**config.mk**
```make
export PLATFORM = sky130hd
export DESIGN_NAME = drenador_fifos_flat
export DESIGN_NICKNAME = d
export VERILOG_FILES = /design/src/rtl/drenador_fifos_if.sv /design/src/rtl/drenador_fifos.sv /design/src/flat_wrapper.sv
export SDC_FILE = /design/constraint.sdc
export NUM_CORES = 1
export LEC_CHECK = 0
export ABC_AREA = 1
export CAP_MARGIN = 30
export CELL_PAD_IN_SITES_DETAIL_PLACEMENT = 1
export CELL_PAD_IN_SITES_GLOBAL_PLACEMENT = 1
export CORE_UTILIZATION = 32
export DETAILED_ROUTE_END_ITERATION = 12
export PLACE_DENSITY_LB_ADDON = 0.08
export SLEW_MARGIN = 15
export SYNTH_ARGS = -nofsm -noshare
export SYNTH_HDL_FRONTEND = slang
export SYNTH_SLANG_ARGS = --single-unit
```
**constraint.sdc**
```tcl
create_clock -name clk -period 2.13 [get_ports clk]
set_input_delay 0.3195 -clock clk [delete_from_list [all_inputs] [get_ports clk]]
set_output_delay 0.3195 -clock clk [all_outputs]
set_load 0.01 [all_outputs]
```
**src/rtl/drenador_fifos_if.sv**
```systemverilog
`default_nettype none
// ============================================================================
// Module   : drenador_fifos_if
// Purpose  : Bundle of the blue-FIFO read side and the merged output stream
//            used by the drain stage. "master" is the drain's view, "slave"
//            is the view of the environment (FIFOs plus downstream sink).
// Revision : 1.0 - initial release
// ============================================================================
interface drenador_fifos_if #(
  parameter int DATA_WIDTH = 12
);
  // FIFO side
  logic                      Enable;
  logic [3:0]                fifo_empty;
  logic [4*DATA_WIDTH-1:0]   data_in;
  logic [3:0]                pop_fifo_azules;
  // Stream side
  logic                      out_ready;
  logic [DATA_WIDTH-1:0]     data_out;
  logic [1:0]                port_out;
  logic                      valid_out;
  // Status
  logic                      idle;

  modport master (
    input  Enable, fifo_empty, data_in, out_ready,
    output pop_fifo_azules, data_out, port_out, valid_out, idle
  );

  modport slave (
    output Enable, fifo_empty, data_in, out_ready,
    input  pop_fifo_azules, data_out, port_out, valid_out, idle
  );
endinterface
`default_nettype wire

```
**src/rtl/drenador_fifos.sv**
```systemverilog
`default_nettype none
// ============================================================================
// Module   : drenador_fifos
// Purpose  : Round-robin drain of four blue FIFOs into one valid/ready
//            stream tagged with the source index. A 2-entry output queue
//            and a credit check on pop issue guarantee no loss and no
//            over-pop under back-pressure.
// Revision : 1.0 - initial release
// ============================================================================
module drenador_fifos #(
  parameter int DATA_WIDTH = 12
) (
  input  logic              clk,
  input  logic              reset,   // asynchronous, active low
  drenador_fifos_if.master  bus
);

  typedef enum logic [1:0] {
    ST_IDLE   = 2'd0,
    ST_ACTIVE = 2'd1,
    ST_FLUSH  = 2'd2
  } state_t;

  state_t                 state_q, state_d;
  logic [1:0]             count_q, count_d;
  logic                   pending_q, pending_d;
  logic [1:0]             pend_port_q, pend_port_d;
  logic [1:0]             last_q, last_d;
  logic                   idle_q, idle_d;
  // Queue slot 0 is the head, slot 1 the tail when two words are held.
  logic [1:0]             port0_q, port0_d, port1_q, port1_d;
  logic [DATA_WIDTH-1:0]  data0_q, data0_d, data1_q, data1_d;

  logic                   deq;
  logic                   credit_ok;
  logic [2:0]             occupancy;
  logic [3:0]             eligible;
  logic                   grant_valid;
  logic [1:0]             grant_idx;
  logic [1:0]             cand;
  logic                   pop_en;
  logic [DATA_WIDTH-1:0]  cap_data;

  // Eligibility, credit check and round-robin grant for this cycle's pop.
  always_comb begin
    deq       = (count_q != 2'd0) && bus.out_ready;
    occupancy = {1'b0, count_q} + {2'b00, pending_q};
    // Words already held or in flight, minus the one leaving now, must
    // leave room for the word this pop would bring in.
    credit_ok = occupancy < (3'd2 + {2'b00, deq});
    for (int i = 0; i < 4; i++) begin
      // A FIFO popped last cycle still shows its pre-pop empty flag.
      eligible[i] = !bus.fifo_empty[i] && !(pending_q && (pend_port_q == 2'(i)));
    end
    grant_valid = 1'b0;
    grant_idx   = 2'd0;
    cand        = 2'd0;
    for (int k = 1; k <= 4; k++) begin
      cand = last_q + 2'(k);
      if (!grant_valid && eligible[cand]) begin
        grant_valid = 1'b1;
        grant_idx   = cand;
      end
    end
    pop_en = (state_q == ST_ACTIVE) && bus.Enable && credit_ok && grant_valid;
    bus.pop_fifo_azules = pop_en ? (4'b0001 << grant_idx) : 4'b0000;
  end

  // Select the read data of the FIFO popped last cycle.
  always_comb begin
    cap_data = '0;
    for (int i = 0; i < 4; i++) begin
      if (pend_port_q == 2'(i)) begin
        cap_data = bus.data_in[i*DATA_WIDTH +: DATA_WIDTH];
      end
    end
  end

  // Output queue: enqueue the captured word, dequeue on accept.
  always_comb begin
    count_d = count_q;
    port0_d = port0_q;
    port1_d = port1_q;
    data0_d = data0_q;
    data1_d = data1_q;
    case (count_q)
      2'd0: begin
        if (pending_q) begin
          port0_d = pend_port_q;
          data0_d = cap_data;
          count_d = 2'd1;
        end
      end
      2'd1: begin
        if (deq && pending_q) begin
          port0_d = pend_port_q;
          data0_d = cap_data;
        end else if (deq) begin
          count_d = 2'd0;
        end else if (pending_q) begin
          port1_d = pend_port_q;
          data1_d = cap_data;
          count_d = 2'd2;
        end
      end
      2'd2: begin
        if (deq) begin
          port0_d = port1_q;
          data0_d = data1_q;
          if (pending_q) begin
            port1_d = pend_port_q;
            data1_d = cap_data;
          end else begin
            count_d = 2'd1;
          end
        end
      end
      default: count_d = count_q;
    endcase
  end

  // Next state of the drain controller and pop bookkeeping.
  always_comb begin
    state_d = state_q;
    case (state_q)
      ST_IDLE: begin
        if (bus.Enable && (bus.fifo_empty != 4'hF)) state_d = ST_ACTIVE;
      end
      ST_ACTIVE: begin
        if (!bus.Enable) begin
          state_d = ST_FLUSH;
        end else if ((bus.fifo_empty == 4'hF) && !pending_q && (count_q == 2'd0)) begin
          state_d = ST_IDLE;
        end
      end
      ST_FLUSH: begin
        if (bus.Enable) begin
          state_d = ST_ACTIVE;
        end else if (!pending_q && (count_q == 2'd0)) begin
          state_d = ST_IDLE;
        end
      end
      default: state_d = ST_IDLE;
    endcase
    idle_d      = (state_d == ST_IDLE);
    pending_d   = pop_en;
    pend_port_d = pop_en ? grant_idx : pend_port_q;
    last_d      = pop_en ? grant_idx : last_q;
  end

  // State registers; reset discards any in-flight word.
  always_ff @(posedge clk or negedge reset) begin
    if (!reset) begin
      state_q     <= ST_IDLE;
      count_q     <= 2'd0;
      pending_q   <= 1'b0;
      pend_port_q <= 2'd0;
      last_q      <= 2'd3;
      idle_q      <= 1'b1;
      port0_q     <= 2'd0;
      port1_q     <= 2'd0;
      data0_q     <= '0;
      data1_q     <= '0;
    end else begin
      state_q     <= state_d;
      count_q     <= count_d;
      pending_q   <= pending_d;
      pend_port_q <= pend_port_d;
      last_q      <= last_d;
      idle_q      <= idle_d;
      port0_q     <= port0_d;
      port1_q     <= port1_d;
      data0_q     <= data0_d;
      data1_q     <= data1_d;
    end
  end

  // Head of the queue drives the stream.
  always_comb begin
    bus.data_out  = data0_q;
    bus.port_out  = port0_q;
    bus.valid_out = (count_q != 2'd0);
    bus.idle      = idle_q;
  end

endmodule
`default_nettype wire

```
**src/flat_wrapper.sv**
```systemverilog
// flat-port wrapper written by rule: the top's interface ports become plain ports
module drenador_fifos_flat 
#(
  parameter int DATA_WIDTH = 12
)
  (clk, reset, bus_Enable, bus_fifo_empty, bus_data_in, bus_out_ready, bus_pop_fifo_azules, bus_data_out, bus_port_out, bus_valid_out, bus_idle);
  drenador_fifos_if #(.DATA_WIDTH(DATA_WIDTH)) bus_i ();
  input  logic clk;
  input  logic reset;
  input wire logic [$bits(bus_i.Enable)-1:0] bus_Enable;
  input wire logic [$bits(bus_i.fifo_empty)-1:0] bus_fifo_empty;
  input wire logic [$bits(bus_i.data_in)-1:0] bus_data_in;
  input wire logic [$bits(bus_i.out_ready)-1:0] bus_out_ready;
  output wire logic [$bits(bus_i.pop_fifo_azules)-1:0] bus_pop_fifo_azules;
  output wire logic [$bits(bus_i.data_out)-1:0] bus_data_out;
  output wire logic [$bits(bus_i.port_out)-1:0] bus_port_out;
  output wire logic [$bits(bus_i.valid_out)-1:0] bus_valid_out;
  output wire logic [$bits(bus_i.idle)-1:0] bus_idle;
  assign bus_i.Enable = bus_Enable;
  assign bus_i.fifo_empty = bus_fifo_empty;
  assign bus_i.data_in = bus_data_in;
  assign bus_i.out_ready = bus_out_ready;
  assign bus_pop_fifo_azules = bus_i.pop_fifo_azules;
  assign bus_data_out = bus_i.data_out;
  assign bus_port_out = bus_i.port_out;
  assign bus_valid_out = bus_i.valid_out;
  assign bus_idle = bus_i.idle;
  drenador_fifos #(.DATA_WIDTH(DATA_WIDTH)) u_core (.clk(clk), .reset(reset), .bus(bus_i));
endmodule
```
Yosys cells after proc, flatten, opt, wreduce, memory -nomap -nowiden
Cells that the tools add are included.

$add $sub $neg: 5. $lt $le $gt $ge: 5. Equal/unequal tests: 16. Shift-type cells: 1. Mux-type cells: 52. Reduce and logical (&&, ||, !) cells: 42.

Operator list (count): $mux W12 (11); $mux W2 (22); $pmux W12 S3 (1); $pmux W12 S2 (1); $logic_and A1 B1 Y1 (20); $pmux W2 S3 (3); $logic_not A1 Y1 (12); $lt A2 B3 Y1 const B (4); $bmux W1 S2 (4); $eq A2 B2 Y1 const B (4); $logic_not A2 Y1 (4); $mux W1 (8); $reduce_and A4 Y1 (2); $eq A2 B1 Y1 const B (3); $ne A2 B1 Y1 const B (3); $ne A2 B2 Y1 const B (3); $reduce_and A6 Y1 (1); $add A2 B2 Y2 const B (2); $eq A4 B4 Y1 const B (1); $mux W4 (1); $ne A4 B4 Y1 const B (1); $pmux W2 S2 (1); $reduce_bool A2 Y1 (2); $shl A1 B2 Y4 const A (1); other kinds (6) (6).

Flip-flop bits (word level): 38. Input bits: 56.

Longest topological paths before layout
Word-level depth: 18. Mapped depth: 13.

Least setup slack after synthesis
Ideal clock, no wire load.

Kind: reg2out. Start: reg u_core.pending_q. End: out bus_pop_fifo_azules[0]. Arrival: 1517 ps. Data required time: 1811 ps. Setup slack: 293 ps. Stages on the path, launching flop included: 9. Cells stage by stage: dfrtp_1 ha_1 ha_1 o21ai_0 and3b_1 nand2_2 inv_4 nand3_1 nor2_1.

Cells in the longest elaborated chain, start to end: 17. Elaborated cells between the ends (all ways): 40. Classes of those cells: add/sub: 1; order compare: 1; shift: 1; mux: 17; reduce/logical: 20.

Ends and longest elaborated chain: start: declaration (RTL line drenador_fifos.sv:26) `logic pending_q, pending_d;`; start signal: assignment (RTL line drenador_fifos.sv:167) `pending_q <= pending_d;`; $logic_and A1 B1 Y1 (RTL line drenador_fifos.sv:53) `eligible[i] = !bus.fifo_empty[i] && !(pending_q && (pend_port_q == 2'(i)));`; $logic_not A1 Y1 (RTL line drenador_fifos.sv:53); $logic_and A1 B1 Y1 (RTL line drenador_fifos.sv:53); $bmux W1 S2 (RTL line drenador_fifos.sv:60) `if (!grant_valid && eligible[cand]) begin`; $mux W1 (implied by the code) (RTL line drenador_fifos.sv:60); $mux W1 (RTL line drenador_fifos.sv:60); $logic_not A1 Y1 (RTL line drenador_fifos.sv:60); $logic_and A1 B1 Y1 (RTL line drenador_fifos.sv:60); [2 not listed]; $logic_and A1 B1 Y1 (RTL line drenador_fifos.sv:60); $mux W1 (RTL line drenador_fifos.sv:60); $logic_not A1 Y1 (RTL line drenador_fifos.sv:60); $logic_and A1 B1 Y1 (RTL line drenador_fifos.sv:60); $mux W1 (RTL line drenador_fifos.sv:60); $logic_and A1 B1 Y1 (*) (RTL line drenador_fifos.sv:65) `pop_en = (state_q == ST_ACTIVE) && bus.Enable && credit_ok && grant_valid;`; named net u_core.pending_d (RTL line drenador_fifos.sv:26); $mux W4 (*) (RTL line drenador_fifos.sv:66) `bus.pop_fifo_azules = pop_en ? (4'b0001 << grant_idx) : 4'b0000;`; end: declaration (RTL line flat_wrapper.sv:14) `output wire logic [$bits(bus_i.pop_fifo_azules)-1:0] bus_pop_fifo_azules;`.

Mark *: on every way through the listed nets, which the timed path passes. The rest lies on a longest branch. The select of a mux whose other input is x is not followed.

Worst setup path after layout
Start: reg u_core.last_q[0]. End: out bus_pop_fifo_azules[1].

Cells in the longest elaborated chain, start to end: 15. Elaborated cells between the ends (all ways): 28. Classes of those cells: add/sub: 3; shift: 1; mux: 17; reduce/logical: 7.

Ends and longest elaborated chain: start: declaration (RTL line drenador_fifos.sv:28) `logic [1:0] last_q, last_d;`; start signal: assignment (RTL line drenador_fifos.sv:169) `last_q <= last_d;`; $add A2 B1 Y2 (RTL line drenador_fifos.sv:59) `cand = last_q + 2'(k);`; $bmux W1 S2 (RTL line drenador_fifos.sv:60); $mux W1 (implied by the code) (RTL line drenador_fifos.sv:60); $mux W1 (RTL line drenador_fifos.sv:60); $logic_not A1 Y1 (RTL line drenador_fifos.sv:60); $logic_and A1 B1 Y1 (RTL line drenador_fifos.sv:60); $mux W1 (RTL line drenador_fifos.sv:60); $logic_not A1 Y1 (RTL line drenador_fifos.sv:60); $logic_and A1 B1 Y1 (RTL line drenador_fifos.sv:60); $mux W1 (RTL line drenador_fifos.sv:60); $logic_not A1 Y1 (RTL line drenador_fifos.sv:60); $logic_and A1 B1 Y1 (RTL line drenador_fifos.sv:60); $mux W2 or $mux W1 (tied branches) (RTL line drenador_fifos.sv:60); $shl A1 B2 Y4 or $logic_and A1 B1 Y1 (tied branches) (RTL line drenador_fifos.sv:66, drenador_fifos.sv:65); $mux W4 (*) (RTL line drenador_fifos.sv:66).

Every way passes the cells marked *; elsewhere a longest branch is shown, timed or not. The select of a mux whose other input is x is not followed.

==> metrics.txt <==
NetSw 0.0004747 W; Buffers on Ports 75; Tot GR Track Use 22.01%; TritonCTS clock tree yes; Switching Share 26.39%; design area approximately 3600 sq um; FF+latch count, synth 38; Clock Sinks 38; 1st-iter DRT viols between 70 and 80; PD cells 505.9 nW/um^2; P_int between 0.001 and 0.0015 W; min-delay worst type primary input to async pin; CTS root buf clkbuf_8; Avg Inst Size Synth 6.994 sq um; Slew Viols, Final 0; fin worst setup slack -0.2142 ns; Hold Fails Final Rpt 0; final setup skew 0.01291 ns; Total Power between 0.0015 and 0.002 W; Area growth, synth to finish 55.42%; routed length per placed instance 15.11 um; Flop pwr share between 40% and 50%; Clk Latency, worst-skew pair about 0.29 ns; hpwl dp between 5000 and 6000 um; Logic pwr share approximately 22%; R2R Path Start u_core.pending_q$_DFF_PN0_; H-tree depth 2; Die Area ~7500 sq um; outcome finished with violations; Max FO, Critical Path 7; leakage around 1.7 nW; initial antenna violation count 0; RePlAce Congestion a little over 0.8; Worst Tran Pin Value ~0.67 ns; Worst slew margin roughly 55%; unrepaired setup endpoints after global routing true; arrival time worst endpoint just over 2 ns; placed inst area around 3300 sq um; share of cells above drive strength 1 about a fifth; top post-synthesis cells by area dfrtp_1 (38%), nand2_1 (20%), a21oi_1 (6.3%), nand3_1 (5.0%), inv_1 (3.6%); Synth area leader dfrtp_1; clock transition at the registers of the reported paths ~0.080 ns; ys flop type dfrtp_1; DR DRC count 0; starting density of the core between 30% and 40%; clock buffer depth 2; first-pass GRT wire length between 10000 and 15000 um; die width 86.54 um; R2R Setup Slk ~0.18 ns; failing checks negative setup slack; TritonRoute pass-1 iters 4; endpoints failing setup 4; Async SR Flop Fraction 100.0%; Cell Rows 30; Peak Freq 426.6 MHz; Post-DRT Antenna Nets 0; Syn Nets around 390; Critical Path End Type primary output; Yosys cell types 28; synth warn 0; CP Launch Type register; kind of critical path register to primary output; Clk network pwr share approximately 36%; Die H 86.54 um; IO Count between 70 and 80; sequential share of the synthesized area a little over two fifths; Worst Reg-to-Reg Cells 7; vias in the first global route 2674; Num CTS Buffers 5; Max-cap violations 0; Worst VDD drop 0.0003415 V; ANT cells 0; core area slightly below 7000 sq um; Total Nets Final 480; largest net degree at the start of global routing 39; Tmin final 2.344 ns; RR Endpoint u_core.bus.port_out[0]$_DFFE_PN0P_; cell count after synthesis ~330; grt ovf 0; vias per cell 4.863; Tcrit/Tclk final 110.1%; final non-filler cell total between 500 and 600; dpl cells 507; worst path required time roughly 1.8 ns; Mapped Area roughly 2300 sq um; final hold slack between 0.07 and 0.08 ns; # hold bufs at CTS 0; Total Routed Length 7840 um; area share of the largest cell type after synthesis 38.29%; Vias approximately 2500; Post-synth EDFFs 0
-- through the flow --
| stage | TNS [ns] | util, % | setup slack (ns) |
|---|---|---|---|
| 2_1_floorplan | 0 | - | 0.2932 |
| 3_3_place_gp | -1.283 | 47.71 | -0.3256 |
| 3_5_place_dp | -1.611 | 47.71 | -0.4442 |
| 4_1_cts | -0.7450 | 51.70 | -0.1926 |
| 5_1_grt | -1.214 | 52.03 | -0.3053 |
| 6_report | -0.8251 | 52.03 | -0.2142 |
-- worst max-delay path by stage --
stage | from | endpoint | slack (ns) | cells after the start
5_1_grt | u_core.last_q[0]$_DFFE_PN1P_ | bus_pop_fifo_azules[3] | -0.31 | 10
3_3_place_gp | bus_fifo_empty[3] | bus_pop_fifo_azules[2] | -0.33 | 10
6_report | u_core.last_q[0]$_DFFE_PN1P_ | bus_pop_fifo_azules[1] | -0.21 | 10
4_1_cts | u_core.last_q[0]$_DFFE_PN1P_ | bus_pop_fifo_azules[2] | -0.19 | 8
2_1_floorplan | u_core.pending_q$_DFF_PN0_ | bus_pop_fifo_azules[0] | 0.29 | 8
3_5_place_dp | bus_fifo_empty[3] | bus_pop_fifo_azules[2] | -0.44 | 10
-- flip-flops by register name, indices dropped and copies added (netlist names) --
| name | count |
|---|---|
| u_core.bus.port_out | 2 |
| u_core.bus.data_out | 12 |
| u_core.pending_q | 1 |
| u_core.last_q | 2 |
| u_core.port1_q | 2 |
| u_core.data1_q | 12 |
| u_core.count_q | 2 |
| u_core.state_q | 2 |
| u_core.pend_port_q | 2 |
| u_core.bus.idle | 1 |
-- routing by layer --
| layer | GRT usage, % | wire length, um | up-vias |
|---|---|---|---|
| met3 | 3.333 | 295 | 10 |
| li1 | - | - | 1246 |
| met4 | 5.152 | 125 | 0 |
| met1 | 24.59 | 3291 | 1214 |
| met2 | 43.36 | 4129 | 54 |
| met5 | 0 | 0 | - |
-- final cells by class --
class	instances	area, sq um
fill	859	3277
multi-input combinational	249	1321
sequential	38	958.4
timing repair buffer	102	935.9
tap	96	120.1
inverter	26	102.6
clock buffer	7	86.33
clock inverter	1	30.03
-- cell usage after synthesis (all sizes together), types with 2 or more instances --
library cell / instances
nand4: 12
buf: 8
nor2: 26
nand3: 25
o21ai: 16
a31oi: 2
ha: 2
o21a: 4
clkbuf: 6
dfstp: 3
dfrtp: 35
inv: 26
a21oi: 29
nand2: 129
-- power groups by stage --
stage / Combinational (W) / Sequential (W) / Clock, W
floorplan: 0.000165 / 0.000766 / 0
global placement: 0.000340 / 0.000771 / 0
detailed placement: 0.000350 / 0.000773 / 0
CTS: 0.000394 / 0.000763 / 0.000650
global route: 0.000438 / 0.000764 / 0.000673
finish: 0.000397 / 0.000763 / 0.000638
-- critical path: stages (launching register included) --
cell and delay, ns:
dfstp_4 0.73, buf_6 0.15, nand3_4 0.09, nand3_1 0.13, nand2_2 0.08, inv_1 0.06
nand4_1 0.13, nand2_2 0.12, nand2_4 0.06, nor2_2 0.07, buf_2 0.13
-- what timing repair did --
action	CTS	global route
pin swaps	14	4
buffers inserted	4	0
setup endpoints to repair	4	4
gates resized for setup	46	6
-- cell usage in the layout, fill, tap and decap left out --
cell type,instances
and3b_1,1
dfstp_4,1
buf_2,5
clkdlybuf4s50_1,70
a21oi_2,1
ha_1,2
a21oi_1,28
nor2_4,1
nand3_2,11
xnor2_4,1
o21ai_1,3
inv_2,3
clkbuf_8,6
inv_1,21
nand4_1,12
dfstp_2,2
nor2_1,20
buf_4,25
xor2_2,1
clkbuf_1,1
buf_6,2
dfrtp_1,35
nand2_2,6
nand3_4,4
nand3_1,10
a31oi_1,2
bufinv_16,1
nand2_1,118
o22ai_2,1
nand2_4,5
o21ai_0,13
nor2_2,5
o21a_1,4
inv_4,2
-- kinds of logic after synthesis --
| group | synth area share [%] |
|---|---|
| xor gates and xnor gates | 1.094 |
| buffers and inverters | 7.275 |
| DFF | 41.74 |
| AOI/OAI and AO/OA | 12.25 |
| and+or+nand+nor | 36.54 |
| adders and majority gates | 1.094 |
(Power assumes the default switching activity.)
